### src/rtl/keystone_coeff_sequencer.sv
// keystone_coeff_sequencer
// Control block in front of the keystone correction core.
//  - Holds a shadow and an active bank of the 8 homography coefficients.
//    Software writes the shadow bank. The core only ever sees the active bank.
//  - Copies shadow->active at a frame boundary. When that happens while
//    streaming, it inserts a one-cycle stall so the start-of-frame beat
//    reaches the core after the new set is in place.
//  - Enables and disables the core on frame boundaries.
//  - Stretches a software reset pulse to RST_CYCLES cycles.
// Ports
//  clock, reset          sole clock; synchronous active-high reset
//  cfg_wr_en/addr/data   shadow bank write (addr 0..7 = H11,H12,H13,H21,H22,H23,H31,H32)
//  cfg_commit            pulse: shadow bank ready for swap
//  enable_req            level: correction wanted
//  sw_reset_req          pulse: restart core
//  vid_tvalid/tuser      upstream stream handshake (tuser = SOF)
//  vid_tready            to upstream = core_tready & ~stall
//  core_tvalid           to core     = vid_tvalid & ~stall
//  core_tready           ready from core
//  core_clock_en         core clock enable
//  core_reset            core reset
//  h11..h32              active coefficients (registered)
//  commit_pend           a commit is waiting for a frame boundary
//  running               core is in RUN or DRAIN
//  frame_cnt             SOF beats accepted while running, wraps
module keystone_coeff_sequencer #(
    parameter int DATA_W     = 32,
    parameter int RST_CYCLES = 16,
    parameter int FCNT_W     = 16
) (
    input  logic              clock,
    input  logic              reset,
    input  logic              cfg_wr_en,
    input  logic [2:0]        cfg_wr_addr,
    input  logic [DATA_W-1:0] cfg_wr_data,
    input  logic              cfg_commit,
    input  logic              enable_req,
    input  logic              sw_reset_req,
    input  logic              vid_tvalid,
    input  logic              vid_tuser,
    output logic              vid_tready,
    output logic              core_tvalid,
    input  logic              core_tready,
    output logic              core_clock_en,
    output logic              core_reset,
    output logic [DATA_W-1:0] h11,
    output logic [DATA_W-1:0] h12,
    output logic [DATA_W-1:0] h13,
    output logic [DATA_W-1:0] h21,
    output logic [DATA_W-1:0] h22,
    output logic [DATA_W-1:0] h23,
    output logic [DATA_W-1:0] h31,
    output logic [DATA_W-1:0] h32,
    output logic              commit_pend,
    output logic              running,
    output logic [FCNT_W-1:0] frame_cnt
);

    localparam int CNT_W = $clog2(RST_CYCLES + 1);
    // 1.0 in Q16.16: the diagonal entries of the identity homography
    localparam logic [DATA_W-1:0] ONE_Q16 = DATA_W'(32'h0001_0000);

    typedef enum logic [2:0] {
        ST_RSTH  = 3'd0,
        ST_IDLE  = 3'd1,
        ST_ARMED = 3'd2,
        ST_RUN   = 3'd3,
        ST_DRAIN = 3'd4
    } state_t;

    state_t            state_reg, state_next;
    logic              stall_reg, stall_next;
    logic              swap;
    logic              commit_pend_reg;
    logic [CNT_W-1:0]  hold_cnt_reg;
    logic [FCNT_W-1:0] frame_cnt_reg;
    logic              sof_pres;
    logic              sof_acc;
    logic              active_run;

    assign sof_pres    = vid_tvalid & vid_tuser;
    assign vid_tready  = core_tready & ~stall_reg;
    assign core_tvalid = vid_tvalid & ~stall_reg;
    assign sof_acc     = sof_pres & vid_tready;

    // State register
    always_ff @(posedge clock) begin
        if (reset) begin
            state_reg <= ST_RSTH;
            stall_reg <= 1'b0;
        end else begin
            state_reg <= state_next;
            stall_reg <= stall_next;
        end
    end

    // Next-state logic. The stall is a single-cycle pulse, so it defaults low.
    always_comb begin
        state_next = state_reg;
        stall_next = 1'b0;
        swap       = 1'b0;
        case (state_reg)
            ST_RSTH: begin
                if (hold_cnt_reg <= CNT_W'(1)) state_next = ST_IDLE;
            end
            ST_IDLE: begin
                // Core is stopped: a pending set can go live without a bubble
                swap = commit_pend_reg;
                if (enable_req) state_next = ST_ARMED;
            end
            ST_ARMED: begin
                if (!enable_req) begin
                    state_next = ST_IDLE;
                end else if (sof_pres && !stall_reg) begin
                    swap       = commit_pend_reg;
                    stall_next = 1'b1;
                    state_next = ST_RUN;
                end
            end
            ST_RUN: begin
                if (commit_pend_reg && sof_pres && !stall_reg) begin
                    swap       = 1'b1;
                    stall_next = 1'b1;
                end
                if (!enable_req) state_next = ST_DRAIN;
            end
            ST_DRAIN: begin
                if (enable_req) begin
                    state_next = ST_RUN;
                end else if (sof_pres && !stall_reg) begin
                    stall_next = 1'b1;
                    state_next = ST_IDLE;
                end
            end
            default: state_next = ST_RSTH;
        endcase
        // Software reset beats every other event in the same cycle
        if (sw_reset_req) begin
            state_next = ST_RSTH;
            stall_next = 1'b0;
            swap       = 1'b0;
        end
    end

    // Output logic
    always_comb begin
        core_reset    = (state_reg == ST_RSTH);
        active_run    = (state_reg == ST_RUN) || (state_reg == ST_DRAIN);
        core_clock_en = active_run;
        running       = active_run;
    end

    // Reset stretch counter, commit flag and frame counter
    always_ff @(posedge clock) begin
        if (reset || sw_reset_req) begin
            hold_cnt_reg    <= CNT_W'(RST_CYCLES);
            commit_pend_reg <= 1'b0;
            frame_cnt_reg   <= '0;
        end else begin
            if (state_reg == ST_RSTH && hold_cnt_reg > CNT_W'(1))
                hold_cnt_reg <= hold_cnt_reg - CNT_W'(1);
            // A commit arriving on the swap edge re-arms for the next frame
            commit_pend_reg <= (commit_pend_reg & ~swap) | cfg_commit;
            if (sof_acc && active_run)
                frame_cnt_reg <= frame_cnt_reg + FCNT_W'(1);
        end
    end

    assign commit_pend = commit_pend_reg;
    assign frame_cnt   = frame_cnt_reg;

    // Coefficient banks, one shadow/active pair per entry
    genvar gi;
    generate
        for (gi = 0; gi < 8; gi++) begin : g_bank
            localparam logic [DATA_W-1:0] INIT_VAL = (gi == 0 || gi == 4) ? ONE_Q16 : '0;
            logic [DATA_W-1:0] shadow_reg;
            logic [DATA_W-1:0] active_reg;
            always_ff @(posedge clock) begin
                if (reset) begin
                    shadow_reg <= INIT_VAL;
                    active_reg <= INIT_VAL;
                end else begin
                    if (cfg_wr_en && !sw_reset_req && cfg_wr_addr == 3'(gi))
                        shadow_reg <= cfg_wr_data;
                    // Swap copies the shadow value from before this edge's write
                    if (swap)
                        active_reg <= shadow_reg;
                end
            end
        end
    endgenerate

    assign h11 = g_bank[0].active_reg;
    assign h12 = g_bank[1].active_reg;
    assign h13 = g_bank[2].active_reg;
    assign h21 = g_bank[3].active_reg;
    assign h22 = g_bank[4].active_reg;
    assign h23 = g_bank[5].active_reg;
    assign h31 = g_bank[6].active_reg;
    assign h32 = g_bank[7].active_reg;

endmodule

### config.mk
export PLATFORM = sky130hd
export DESIGN_NAME = keystone_coeff_sequencer
export DESIGN_NICKNAME = d
export VERILOG_FILES = /design/src/rtl/keystone_coeff_sequencer.sv
export SDC_FILE = /design/constraint.sdc
export NUM_CORES = 1
export LEC_CHECK = 0
export CAP_MARGIN = 20
export CORE_MARGIN = 4
export CORE_UTILIZATION = 40
export CTS_BUF_LIST = sky130_fd_sc_hd__clkbuf_16
export DETAILED_ROUTE_END_ITERATION = 12
export GPL_TIMING_DRIVEN = 1
export PLACE_DENSITY = 0.71
export SYNTH_ARGS = -nofsm -noshare
export SYNTH_HDL_FRONTEND = slang
export SYNTH_SLANG_ARGS = --single-unit
export TNS_END_PERCENT = 1
### constraint.sdc
create_clock -name clock -period 2.6 [get_ports clock]
set_input_delay 0.26 -clock clock [delete_from_list [all_inputs] [get_ports clock]]
set_output_delay 0.26 -clock clock [all_outputs]
set_load 0.01 [all_outputs]
# Word-level counts from Yosys, hierarchy flattened
# Cells that the tools add are included.
# Widths: inputs -> output; s select.
dict set report totals {
  word_cells 88
  output_inout_bits 278
  inputBits 44
  regBits 538
}
dict set report classes {
  bitwise 8
  order_cmp 2
  n_reduce_logical 22
  n_eq_ne 16
  n_addsub 2
  n_mux 17
}
# cell count
set op_table {}
lappend op_table {{$mux 3} 7}
lappend op_table {{$add 16x1->16 const B} 1}
lappend op_table {{$eq 3x3->1 const B} 5}
lappend op_table {{$pmux 3 s5} 1}
lappend op_table {{$logic_and 1x1->1} 14}
lappend op_table {{$eq 3x2->1 const B} 4}
lappend op_table {{$mux 1} 7}
lappend op_table {{$eq 3x1->1 const B} 2}
lappend op_table {{$logic_not 3->1} 2}
lappend op_table {{$ne 3x3->1 const B} 2}
lappend op_table {{$pmux 1 s3} 2}
lappend op_table {{$and 1x1->1} 5}
lappend op_table {{$gt 5x1->1 const B} 1}
lappend op_table {{$le 5x1->1 const B} 1}
lappend op_table {{$reduce_and 5->1} 1}
lappend op_table {{$sub 5x1->5 const B} 1}
lappend op_table {{$ne 2x2->1 const B} 2}
lappend op_table {{$logic_not 1->1} 2}
lappend op_table {{$logic_or 1x1->1} 2}
lappend op_table {{$ne 2x1->1 const B} 1}
lappend op_table {{$not 1->1} 2}
lappend op_table {{$reduce_or 2->1} 1}
lappend op_table {{$or 1x1->1} 1}

# Depth between registers and ports, before layout
# Gate-level depths: netlist of run 1.
dict set report logic_depth {
  ltp_word 9
  depth_mapped 8
  depth_no_buf 6
}

# Least setup slack after synthesis of run 1
# OpenSTA, ideal clock, no wires.
dict set report synth_path {
  kind {register to register}
  start {register commit_pend_reg (netlist: commit_pend)}
  end {register g_bank[0].active_reg[31] (netlist: h11[31])}
  stages_incl_launch_ff 8
  setup_time_ns 0.132
  path_buffers 3
  setup_slack_ns 0.815
  required_time_ns 2.468
  synth_period_minus_slack_ns 1.785
  arrival_time_ns 1.652
  cell_sequence {dfxtp_1 or3b_1 a211o_1 buf_2 clkbuf_1 clkbuf_1 nand2_1 a21oi_1}
}
dict set report synth_via {
  elab_chain_len 5
  word_cells_on_any_way 7
  classes_between {mux: 5; reduce/logical: 2}
}
# item line
set synth_rtl {}
lappend synth_rtl {{start, declared} 74} ;# logic commit_pend_reg;
lappend synth_rtl {{start signal, assigned} 163} ;# commit_pend_reg <= (commit_pend_reg & ~swap) | cfg_commit;
lappend synth_rtl {{$logic_and 1x1->1 (2 in a row)} 121} ;# if (commit_pend_reg && sof_pres && !stall_reg) begin
lappend synth_rtl {{$mux 1} 121}
lappend synth_rtl {{$pmux 1 s3 *} 102} ;# case (state_reg)
lappend synth_rtl {{$mux 1 *} 138} ;# if (sw_reset_req) begin
lappend synth_rtl {{end signal, assigned} 188} ;# active_reg <= shadow_reg;
lappend synth_rtl {{end, declared} 178} ;# logic [DATA_W-1:0] active_reg;
# Mark *: on every way between the ends. The rest lies on a longest branch, timed or not.
# A chain may end at the register's enable or synchronous reset.

# Worst setup path after layout of run 1
dict set report layout_path {
  start {register state_reg[2]}
  end {output core_clock_en}
}
dict set report layout_via {
  elab_chain_len 2
  word_cells_on_any_way 3
  classes_between {eq/ne: 2; reduce/logical: 1}
}
# item line
set layout_rtl {}
lappend layout_rtl {{start, declared} 71} ;# state_t state_reg, state_next;
lappend layout_rtl {{start signal, assigned} 92} ;# state_reg <= state_next;
lappend layout_rtl {{$eq 3x2->1 / $eq 3x3->1 (equally long branches)} 148} ;# active_run = (state_reg == ST_RUN) || (state_reg == ST_DRAIN);
lappend layout_rtl {{$logic_or 1x1->1 *} 148}
lappend layout_rtl {{end, declared} 44} ;# output logic core_clock_en,
# Marked as above.

==> out/qor.csv, run 1 <==
stage,metric,value,unit
floorplan,Starting Density,40.7,%
detailed_routing,routed len/inst,18.8,um
power_and_ir_drop,Leakage,8.02,nW
timing,headroom to the max-slew limit,43.1,%
timing,Setup Total Neg Slack,0,ns
yosys,asr flop ratio synth,0,%
detailed_routing,DR DRC count,0,
clocking,Num CTS Buffers,55,
worst_setup_path,Worst Path Arrival,2.18,ns
timing,Final Hold Fails,0,
placement,Place WS,0.263,ns
worst_setup_path,crit-path cells,"or3b_1, nand2_1, clkdlybuf4s50_1",
timing,RSZ-0062 raised after global routing,no,
final_layout,FILL cells,4324,
floorplan,die area,0.0512,mm^2
worst_setup_path,slowest cell on the critical path,clkdlybuf4s50_1,
floorplan,Die Y,226,um
final_layout,# diodes,0,
yosys,Synth Instances,2434,
floorplan,row count,79,
worst_setup_path,Max Fanout on Critical Path,9,
worst_setup_path,crit end category,primary output,
power_and_ir_drop,VDD IR max,466,uV
timing,fin crit share,93.7,%
yosys,register area share after synthesis,56.6,%
floorplan,IO Pins,322,
worst_setup_path,reg2reg path depth,6,
final_layout,area grow syn2layout,28.7,%
timing,actual slew at the worst max-slew pin,0.851,ns
global_route,GRT overflow,0,
detailed_routing,WL met2,27300,um
clocking,clk slew on worst S/H paths,0.06,ns
clocking,clk_lat worst skew,0.59,ns
yosys,syn avg cell area,7.82,um^2
yosys,synthesized area,0.0190,mm^2
worst_setup_path,WP buf/inv,1,
placement,DP HPWL,39600,um
hold_path,HP Class,input pin to flip-flop,
power_and_ir_drop,total power per unit cell area,664,mW/mm^2
detailed_routing,WL met3,4830,um
yosys,yosys warns,0,
yosys,Cell variety after synth,51,
power_and_ir_drop,Overall Power,0.0163,W
placement,Placed Instance Area,0.0229,mm^2
clocking,post-CTS setup buffers,0,
clocking,maximum buffer depth of the clock tree,3,
yosys,top_reg_cell synth,dfxtp_1,
floorplan,die width,226,um
detailed_routing,WL final,62400,um
worst_setup_path,crit start category,flip-flop,
worst_setup_path,kind of cell adding the most delay to the critical path,simple AND/OR/NAND/NOR gates,
final_layout,nets,2717,
job,Max Cap Viol,0,
worst_setup_path,Worst path depth,3,
yosys,synthesized flop and latch total,538,
yosys,Post-Syn Nets,2481,
detailed_routing,Met1 Wirelength,27800,um
detailed_routing,Detail Route Antenna Nets,0,
global_route,global-route wire length before repair,93200,um
global_route,number of global-route vias before repair,16300,
detailed_routing,via density per instance,5.23,
yosys,Synth area leaders,"dfxtp_1 57%, nand2_1 20%, a21oi_1 14%, buf_2 2.4%, clkbuf_1 2.3%",
global_route,largest net degree at the start of global routing,160,
clocking,clock sinks,538,
timing,worst setup margin,0.163,ns
global_route,initial antenna violation count,2,
detailed_routing,DRT Pass-1 Iters,5,
final_layout,share of layout cells above drive strength 1,5.66,%
final_layout,max reg flops,256,
outcome,status,completed,
timing,final setup violation count,0,
clocking,Max H-tree Level,2,
worst_setup_path,Crit Path Class,flip-flop to primary output,
yosys,Post-synth EDFFs,0,
timing,clock skew,0.0150,ns
yosys,Synth top cells by count,"1036 x nand2_1, 538 x dfxtp_1, 525 x a21oi_1",
detailed_routing,vias,17300,
worst_setup_path,WP data required,2.34,ns
hold_path,Worst Hold Path Cells,2,
detailed_routing,top routing layer in use,met5,
placement,I/O Buffers,321,
timing,Slew Limit Fails,0,
yosys,most frequent cell after synthesis,nand2_1,
worst_setup_path,"Largest stage delay, worst path",0.54,ns
global_route,GRT Util Overall,23.5,%
yosys,share of the synthesized area in the top cell type,56.6,%
detailed_routing,number of DRC markers in iteration 0,1813,
floorplan,core area,0.0468,mm^2
clocking,clock root cell,clkbuf_16,
timing,FMAX,0.410,GHz
clocking,CTS tree,built,
placement,Routability Congestion,0.833,
final_layout,final instance area,0.0245,mm^2
yosys,largest area contributor in the netlist,dfxtp_1,
timing,min Tclk post-route,2.44,ns
final_layout,Finished Core Util,52.4,%
[stage by stage]
stage	hold slack (ns)	cells
3_3_place_gp	0.435	3220
3_5_place_dp	0.442	3220
4_1_cts	0.0140	3310
6_report	0.0493	3310
5_1_grt	0.0415	3310
2_1_floorplan	0.339	2434
[worst reg2reg max path, stage by stage (launching register included)]
cell and delay [ns]:
dfxtp_1 0.37, or3b_1 0.47, a211oi_4 0.28, buf_12 0.27
buf_12 0.28, nand2_1 0.11, a21oi_1 0.13
[worst paths after layout]
| check | startpoint | to | slack [ns] |
|---|---|---|---|
| max | state_reg[2] | core_clock_en | 0.16 |
| min | reset | h13[31] | 0.05 |
| max reg2reg | state_reg[2] | h31[28] | 0.61 |
| min reg2reg | g_bank[2].shadow_reg[9] | h13[9] | 0.45 |
[layout by cell type, fill, tap and decap left out, types with 8 or more instances in the layout]
cell             instances
a21oi_1                525
buf_12                  18
buf_4                   50
clkbuf_16               57
clkdlybuf4s50_1        320
clkinv_1                10
clkinv_2                 8
dfxtp_1                537
inv_1                   18
nand2_1               1036
nand3b_1                 9
nor2_1                  18
o21ai_0                  8
[where the power goes]
group	internal [W]	switching [W]
Combinational	0.000200	0.000483
Sequential	0.00831	0.0000405
Clock	0.00410	0.00314
Total	0.0126	0.00367
[cells by family after synthesis]
kind of cell	after synthesis	share of synthesized area, %
multiplexers	1	0.0526
adder cells (fa/ha/maj)	3	0.197
buffers and inverters	217	4.89
XOR/XNOR	8	0.368
AND/OR/NAND/NOR	1111	22.9
flip-flops	538	56.6
AO/OA/AOI/OAI	556	15.0
[what timing repair did]
item                                    in CTS  in global routing
hold endpoints to repair                     0                  0
resized for setup                            0                  1
endpoints found under the setup margin       0                  2
hold buffers                                 0                  0
[final cells by class]
| cell class | count | area [um^2] | area share (%) |
|---|---|---|---|
| flip-flops and latches | 538 | 10800 | 44.0 |
| clock inverters | 33 | 195 | 0.797 |
| inverters | 7 | 26.3 | 0.107 |
| repair buffers | 389 | 3950 | 16.1 |
| clock buffers | 57 | 1430 | 5.82 |
| multi-input cells | 1679 | 7370 | 30.1 |
| well taps | 607 | 759 | 3.10 |
[layer usage]
metal,vias to the layer above,global-route usage (%)
li1,8300,-
met1,8191,33.1
met2,678,36.0
met3,135,4.13
met4,4,8.97
met5,-,0
No activity file was read; power rests on OpenSTA's default activity.
==> run 2, diff against run 1 <==
SLEW_MARGIN = 20   (was unset)
==> results of run 2 <==
No change in the layout: final DEF, timing and power equal those of run 1.
